===== src/rtl/signed_sort_ctrl_if.sv =====
// Handshake bundle for signed_sort_ctrl: the sample input stream and the sorted output stream.
interface signed_sort_ctrl_if #(parameter int W = 5);
  logic         in_valid;
  logic         in_ready;
  logic [W-1:0] in_data;
  logic         out_valid;
  logic         out_ready;
  logic [W-1:0] out_data;
  logic         out_last;

  modport master (
    output in_valid, in_data, out_ready,
    input  in_ready, out_valid, out_data, out_last
  );

  modport slave (
    input  in_valid, in_data, out_ready,
    output in_ready, out_valid, out_data, out_last
  );
endinterface


===== src/rtl/signed_sort_ctrl.sv =====
// In-place bubble sort of an N-sample signed burst using one shared comparator.
// Define SIGNED_SORT_DESCEND_EN to emit the burst in descending instead of ascending order.
module signed_sort_ctrl #(
  parameter int N = 8,
  parameter int W = 5
) (
  input  logic                  clk,
  input  logic                  reset,
  signed_sort_ctrl_if.slave     ss,
  output logic                  busy
);

  localparam int IW = $clog2(N);
  localparam logic [IW-1:0] LAST_CMP = IW'(N - 2);
  localparam logic [IW-1:0] LAST_OUT = IW'(N - 1);

  typedef enum logic [1:0] {LOAD, SORT, DRAIN} state_t;

  state_t        state, state_n;
  logic [W-1:0]  mem [N];
  logic [IW-1:0] idx, idx_p1, pass;
  logic          swapped;
  logic [W-1:0]  lo_val, hi_val;
  logic          swap, pass_end, sort_done;
  logic          in_ready, out_valid, out_last;
  logic [W-1:0]  out_data;

  // Mixed signs: the negative operand is smaller; same sign: the wrapped difference cannot overflow.
  function automatic logic slt(input logic [W-1:0] a, input logic [W-1:0] b);
    logic [W-1:0] d;
    if (a[W-1] != b[W-1]) return a[W-1];
    d = a + (~b + W'(1));
    return d[W-1];
  endfunction

  assign idx_p1 = idx + IW'(1);
  assign lo_val = mem[idx];
  assign hi_val = mem[idx_p1];

`ifdef SIGNED_SORT_DESCEND_EN
  assign swap = slt(lo_val, hi_val);
`else
  assign swap = slt(hi_val, lo_val);
`endif

  assign pass_end  = (idx == LAST_CMP);
  assign sort_done = pass_end && (!(swapped || swap) || pass == LAST_CMP);

  always_ff @(posedge clk) begin
    if (reset) state <= LOAD;
    else       state <= state_n;
  end

  always_comb begin
    state_n   = state;
    in_ready  = 1'b0;
    out_valid = 1'b0;
    out_last  = 1'b0;
    out_data  = '0;
    busy      = 1'b0;
    case (state)
      LOAD: begin
        in_ready = 1'b1;
        if (ss.in_valid && idx == LAST_OUT) state_n = SORT;
      end
      SORT: begin
        busy = 1'b1;
        if (sort_done) state_n = DRAIN;
      end
      DRAIN: begin
        busy      = 1'b1;
        out_valid = 1'b1;
        out_data  = mem[idx];
        out_last  = (idx == LAST_OUT);
        if (ss.out_ready && out_last) state_n = LOAD;
      end
      default: state_n = LOAD;
    endcase
  end

  assign ss.in_ready  = in_ready;
  assign ss.out_valid = out_valid;
  assign ss.out_last  = out_last;
  assign ss.out_data  = out_data;

  always_ff @(posedge clk) begin
    if (reset) begin
      idx     <= '0;
      pass    <= '0;
      swapped <= 1'b0;
    end else begin
      case (state)
        LOAD: begin
          if (ss.in_valid) begin
            mem[idx] <= ss.in_data;
            if (idx == LAST_OUT) begin
              idx     <= '0;
              pass    <= '0;
              swapped <= 1'b0;
            end else begin
              idx <= idx_p1;
            end
          end
        end
        SORT: begin
          if (swap) begin
            mem[idx]    <= hi_val;
            mem[idx_p1] <= lo_val;
            swapped     <= 1'b1;
          end
          if (pass_end) begin
            idx <= '0;
            if (!sort_done) begin
              pass    <= pass + IW'(1);
              swapped <= 1'b0;
            end
          end else begin
            idx <= idx_p1;
          end
        end
        DRAIN: begin
          if (ss.out_ready) idx <= (idx == LAST_OUT) ? '0 : idx_p1;
        end
        default: idx <= '0;
      endcase
    end
  end

endmodule


===== src/flat_wrapper.sv =====
// flat-port wrapper written by rule: the top's interface ports become plain ports
module signed_sort_ctrl_flat 
#(
  parameter int N = 8,
  parameter int W = 5
)
  (clk, reset, busy, ss_in_valid, ss_in_data, ss_out_ready, ss_in_ready, ss_out_valid, ss_out_data, ss_out_last);
  signed_sort_ctrl_if #(.W(W)) ss_i ();
  input  logic clk;
  input  logic reset;
  output logic busy;
  input wire logic [$bits(ss_i.in_valid)-1:0] ss_in_valid;
  input wire logic [$bits(ss_i.in_data)-1:0] ss_in_data;
  input wire logic [$bits(ss_i.out_ready)-1:0] ss_out_ready;
  output wire logic [$bits(ss_i.in_ready)-1:0] ss_in_ready;
  output wire logic [$bits(ss_i.out_valid)-1:0] ss_out_valid;
  output wire logic [$bits(ss_i.out_data)-1:0] ss_out_data;
  output wire logic [$bits(ss_i.out_last)-1:0] ss_out_last;
  assign ss_i.in_valid = ss_in_valid;
  assign ss_i.in_data = ss_in_data;
  assign ss_i.out_ready = ss_out_ready;
  assign ss_in_ready = ss_i.in_ready;
  assign ss_out_valid = ss_i.out_valid;
  assign ss_out_data = ss_i.out_data;
  assign ss_out_last = ss_i.out_last;
  signed_sort_ctrl #(.N(N), .W(W)) u_core (.clk(clk), .reset(reset), .ss(ss_i), .busy(busy));
endmodule

===== config.mk =====
export PLATFORM = sky130hd
export DESIGN_NAME = signed_sort_ctrl_flat
export DESIGN_NICKNAME = d
export VERILOG_FILES = /design/src/rtl/signed_sort_ctrl_if.sv /design/src/rtl/signed_sort_ctrl.sv /design/src/flat_wrapper.sv
export SDC_FILE = /design/constraint.sdc
export NUM_CORES = 1
export LEC_CHECK = 0
export CAP_MARGIN = 15
export CELL_PAD_IN_SITES_DETAIL_PLACEMENT = 1
export CELL_PAD_IN_SITES_GLOBAL_PLACEMENT = 1
export CORE_ASPECT_RATIO = 1.25
export CORE_MARGIN = 3
export CORE_UTILIZATION = 30
export DETAILED_ROUTE_END_ITERATION = 16
export PLACE_DENSITY = 0.55
export SLEW_MARGIN = 20
export SYNTH_ARGS = -nofsm -noshare
export SYNTH_HDL_FRONTEND = slang
export SYNTH_SLANG_ARGS = --single-unit

===== constraint.sdc =====
create_clock -name clk -period 5.4 [get_ports clk]
set_clock_uncertainty 0.2 [all_clocks]
set_input_delay 1.35 -clock clk [delete_from_list [all_inputs] [get_ports clk]]
set_output_delay 1.35 -clock clk [all_outputs]
set_load 0.01 [all_outputs]

# [Word-level counts from Yosys, hierarchy flattened]
# Memories as Yosys holds them, arrays and structs flattened. A register that Yosys moved wholly into a read port is not among the register bits.
# Cells that the tools add are included.
[classes] addsub=4 eq_ne=14 mux=39 n_bitwise=2 reduce_logical=13
[op_table] cell="two-way mux 3 bit" count=10
[op_table] cell="two-way mux 1 bit" count=20
[op_table] cell="two-way mux 5 bit" count=2
[op_table] cell="inequality test 2 x 1 -> 1 bit (second input constant)" count=5
[op_table] cell="equality test 3 bit (second input constant)" count=3
[op_table] cell="case mux 3 bit (3 select lines)" count=1
[op_table] cell="adder 3 x 1 -> 3 bit (second input constant)" count=2
[op_table] cell="two-way mux 2 bit" count=3
[op_table] cell="inequality test 2 bit (second input constant)" count=3
[op_table] cell="case mux 2 bit (3 select lines)" count=1
[op_table] cell="case mux 3 bit (2 select lines)" count=1
[op_table] cell="AND reduction 3 bit" count=2
[op_table] cell="adder 5 x 1 -> 5 bit (second input constant)" count=1
[op_table] cell="adder 5 bit" count=1
[op_table] cell="NOT 5 bit" count=1
[op_table] cell="AND reduction 5 bit" count=1
[op_table] cell="logical AND 1 bit" count=3
[op_table] cell="equality test 2 x 1 -> 1 bit (second input constant)" count=1
[op_table] cell="equality test 2 bit (second input constant)" count=1
[op_table] cell="zero test 2 bit" count=1
[op_table] cell="logical OR 1 bit" count=2
[op_table] cell="case mux 1 bit (2 select lines)" count=1
[op_table] cell="AND reduction 2 bit" count=1
[op_table] cell="nonzero test 2 bit" count=1
[op_table] cell="other kinds (4)" count=4
[word_totals] regBits=9 ramBits=40 input_bits=9 output_inout_bits=9 elab_cells=77 n_memories=1
[memory_table] name="u_core.mem" depth=8 width=5 read_ports=2 rd_clocked_by_memory_dff=1 wr=2 line="signed_sort_ctrl.sv:20" rtl="logic [W-1:0] mem [N];"

# [Longest topological paths before layout]
# An unclocked memory read counts as a cell.
[depth] word_depth=12 depth_mapped=18 depth_no_buf=14

# [Worst setup path before layout]
# No wires, ideal clock.
[synth_path] path_kind="register to register" from="register u_core.idx[1]" to="memory u_core.mem[0][0], enable pin" setup_ns=0.376 arrival_time_ns=3.741 required_time_ns=4.824 path_slack_ns=1.083 stages_incl_launch_ff=15 n_path_buf=1 synth_period_minus_slack_ns=4.317 path_cell_list="dfxtp_1 -> ha_1 -> ha_1 -> buf_6 -> mux2_4 -> a32o_2 -> or3_1 -> ha_1 -> a21o_1 -> a21o_1 -> a41oi_1 -> fa_1 -> a22oi_1 -> or3_1 -> o31ai_1"
[synth_lines] element="start: declaration" line="signed_sort_ctrl.sv:21" rtl="logic [IW-1:0] idx, idx_p1, pass;"
[synth_lines] element="start signal: assignment" line="signed_sort_ctrl.sv:101" rtl="idx <= idx_p1;"
[synth_lines] element="start signal: assignment" line="signed_sort_ctrl.sv:118" rtl="idx <= idx_p1;"
[synth_lines] element="start signal: assignment" line="signed_sort_ctrl.sv:122" rtl="if (ss.out_ready) idx <= (idx == LAST_OUT) ? '0 : idx_p1;"
[synth_lines] element="end: declaration" line="signed_sort_ctrl.sv:20"

==> results <==
- The run finished with clean final reports.
- The signal on the critical path passes through ha_1 > ha_1 > buf_4 > mux2_2 > nand2_1 > o211ai_1 > ha_1 > a21o_1 > a21o_1 > a41oi_1 > fa_1 > and3b_1 > o21ai_0 > a211oi_2 > o22ai_1.
- In the detailed route, the total length drawn on met2 is 6020 µm.
- The clock network latency to the later pin of the worst-skew pair is 0.30 ns.
- The TritonCTS buffer count is 5.
- Of all nets on the critical path, the largest fanout is 18.
- The first-pass GRT wire length is 18300 µm.
- Synthesis produced a netlist whose cell count is 343.
- The cell with the largest stage delay on the worst path is a211oi_2.
- Dividing the detail-routed via count by the number of cells gives 5.69.
- The horizontal extent of the die is 103 µm.
- The share of synthesized area in the top cell type comes to 0.343.
- For this block, the routed nets add up to 11700 µm of wire.
- The DRC violation count after routing is 0.
- The synthesized design contains 52 register bits.
- For this block, wires on met1 add up to 4960 µm.
- Clock-pin slew was measured on the worst setup and hold paths at 0.07 ns.
- The via count of the first global-routing pass was 3130.
- The required time at the endpoint of the critical path is 5.21 ns.
- The number of nets in the final layout is 391.
- The detailed router's first-iteration violation count is 152.
- Of all cell types, the one taking the most synthesized area is edfxtp_1.
- The congestion estimate from routability-driven global placement came to 0.844.
- Signal routing reaches up to met4.
- In the finished design, the share of the clock period the worst path needs comes to 0.913.
- By area the synthesized netlist is led by edfxtp_1 (34%), dfxtp_1 (6.9%), mux4_2 (6.4%).
- After clock tree synthesis, the setup repair step added 0 buffers.
- The combined area of all synthesized cells is 0.00350 mm².
- The part of the Yosys area used for sequential elements is 0.412.
- The library cells used most frequently in the layout, excluding fill and tap cells, are nand2_1 (59), edfxtp_1 (40), buf_4 (22).
- In this run, synthesis inferred 40 flip-flops with an integrated enable.
- The detail-routed net length per standard cell is 23.1 µm.
- The first detailed-routing pass ran for 4 iterations.
- The count of nets left with antenna violations once routing finished came out at 0.
- The utilization after layout is 0.358.
- The worst path needs 4.93 ns of the cycle, external delays included.
- The worst setup path is of the flop to flop kind.
- For the worst setup path, the data arrival time is 4.74 ns.
- The largest incremental delay on the critical path is 0.60 ns.
- The dominant synthesized flop cell is edfxtp_1.
- For this design the top-level I/O count stands at 18.
- The pin count of the biggest net entering global routing is 26.
- The clock net in this run drives a total of 52 sinks.
- The multi-input gate area in the final layout is 0.00189 mm².
- Once the clock tree was built, the resizer swapped 0 gates to a different size.
- The fraction of final layout cells with drive strength greater than 1 is 0.157.
- The async set-reset flop share out of synthesis is 0.
- The number of buffers added to fix hold violations after cts is 0.
- The Yosys warning count is 0.
- The most frequent standard cell in the layout excluding fill and tap cells is nand2_1.
- The total half-perimeter wirelength after legalization and detailed placement is 8940 µm.
- The CTS tree is built.
- For this configuration, the core starts out at a cell density of 0.311.
- The die covers 0.0130 mm².
- The cell seen most often among critical-path stages is ha_1.
- Synthesis produced a netlist with a net count of 365.
- The area overhead of the layout relative to synthesis is 15.2%.
- The initial antenna violation count was 0.
- No sink is reached through more buffers than the 2 on the longest clock path.
- IR analysis of the VDD net gives a maximum drop of 0.000251 V.
- In this run the mean area of a mapped cell was 10.2 µm².
- The maximum clock frequency is 203 MHz.
- The count of pins over their slew limit was 0.
- The path type of the worst min-delay path is flop to flop.
- The routed layout has 2875 vias.
- The category of the worst setup path capture point is a flop.
- The number of antenna cells inserted is 0.
- The total power density per cell area is 432 mW/mm².
- The number of distinct standard cells referenced by the synthesized netlist is 57.
- The buffer type at the clock tree root is clkbuf_16.
- The number of max-cap violations is 0.
- Fill cells in the final layout number 1270.
- Timing analysis after detailed placement gives a worst setup slack of 0.544 ns.
- Setup repair after global routing left no endpoint under its margin.
- The core region is 0.0112 mm².
- The worst slew margin relative to its limit is 0.440.
- The CTS H-tree depth is 2.
- The setup TNS is 0 ns.
- Across the whole layout, storage elements account for 0.00144 mm².
- The count of port buffers added during placement is 17.
- In the post-route analysis, the smallest setup slack over all paths is 0.467 ns.
- Setup violations remaining at the end of the flow were counted as 0.
- In this run the static leakage power is 0.00150 µW.
- The overall fraction of global-route tracks in use is 0.190.
- Wire segments on met3 add up to 313 µm in the final route.
- In this run the vertical extent of the chip is 127 µm.
- The number of hold-slack violations in the final timing report was 0.
- The count of standard-cell rows is 43.
- The sort of element at the start of the critical path is a flop.
- For the pin with the worst max-slew slack, the measured transition is 0.831 ns.
- After global routing the overflow that remains totals 0.
## state kept, by name (all words and copies together), names as in the netlist, named ones only
signal          flops
u_core.idx          3
u_core.mem         40
u_core.pass         3
u_core.state        2
u_core.swapped      1
## synthesized netlist by cell type, drive strengths merged (2+ instances only)
| library cell | n |
|---|---|
| mux2i | 18 |
| nor2b | 3 |
| mux4 | 10 |
| clkinv | 2 |
| o22ai | 18 |
| dfxtp | 12 |
| a211oi | 4 |
| a22oi | 2 |
| nand2b | 8 |
| nand3 | 5 |
| inv | 12 |
| and2 | 3 |
| o211ai | 2 |
| a21oi | 14 |
| clkbuf | 5 |
| nor3 | 5 |
| a21o | 4 |
| o211a | 2 |
| a211o | 2 |
| nor2 | 13 |
| nand3b | 3 |
| or4 | 4 |
| ha | 12 |
| a31oi | 2 |
| buf | 15 |
| a21boi | 2 |
| o31ai | 11 |
| mux2 | 10 |
| edfxtp | 40 |
| a2bb2oi | 3 |
| nand2 | 59 |
| or3 | 3 |
| o21ai | 19 |
## report_power, final
| group | total [µW] | internal, µW | switching, µW |
|---|---|---|---|
| clock network | 317 | 171 | 146 |
| logic | 893 | 377 | 516 |
| registers | 533 | 485 | 47.9 |
## metal layers
| metal | GRT usage | up-vias |
|---|---|---|
| met1 | 0.237 | 1454 |
| li1 | - | 1349 |
| met4 | 0.0741 | 0 |
| met2 | 0.332 | 56 |
| met3 | 0.0193 | 16 |
| met5 | 0 | - |
## cell type report
type	count	area share
Multi-Input combinational cell	257	0.469
Sequential cell	52	0.358
Timing Repair Buffer	39	0.0832
Tap cell	135	0.0419
Clock buffer	6	0.0320
Inverter	14	0.0130
Clock inverter	2	0.00279
## stage by stage
step | power (µW) | cells | area [µm²] | hold WS (ns)
6_report | 1740 | 505 | 4030 | 0.312
5_1_grt | 1870 | 505 | 4030 | 0.356
4_1_cts | 1750 | 505 | 4030 | 0.318
3_5_place_dp | 1440 | 497 | 3890 | 0.307
3_3_place_gp | 1430 | 497 | 3880 | 0.292
2_1_floorplan | 1150 | 343 | 3500 | 0.265
## worst max-delay path: cells and delay by family, from the launching register on
family | cells | cell delay (ns)
adders and majority gates | 4 | 1.28
AOI/OAI and AO/OA | 7 | 1.60
DFF | 1 | 0.39
muxes | 1 | 0.37
buffers and inverters | 1 | 0.28
and+or+nand+nor | 2 | 0.53
## worst paths after layout
path                  start          endpoint  slack, ns  depth (start not counted)
max reg2reg   u_core.idx[1]  u_core.mem[6][3]       0.47                         15
min reg2reg  u_core.pass[2]    u_core.pass[2]       0.31                          2
max           u_core.idx[1]  u_core.mem[6][3]       0.47                         15
min          u_core.pass[2]    u_core.pass[2]       0.31                          2
## kinds of logic after synthesis
family / after synthesis / synth area share
adders and majority gates: 13 / 0.0487
AOI/OAI and AO/OA: 93 / 0.184
and+or+nand+nor: 113 / 0.156
muxes: 38 / 0.150
buffers and inverters: 34 / 0.0483
DFF: 52 / 0.412
(Power assumes the default switching activity.)
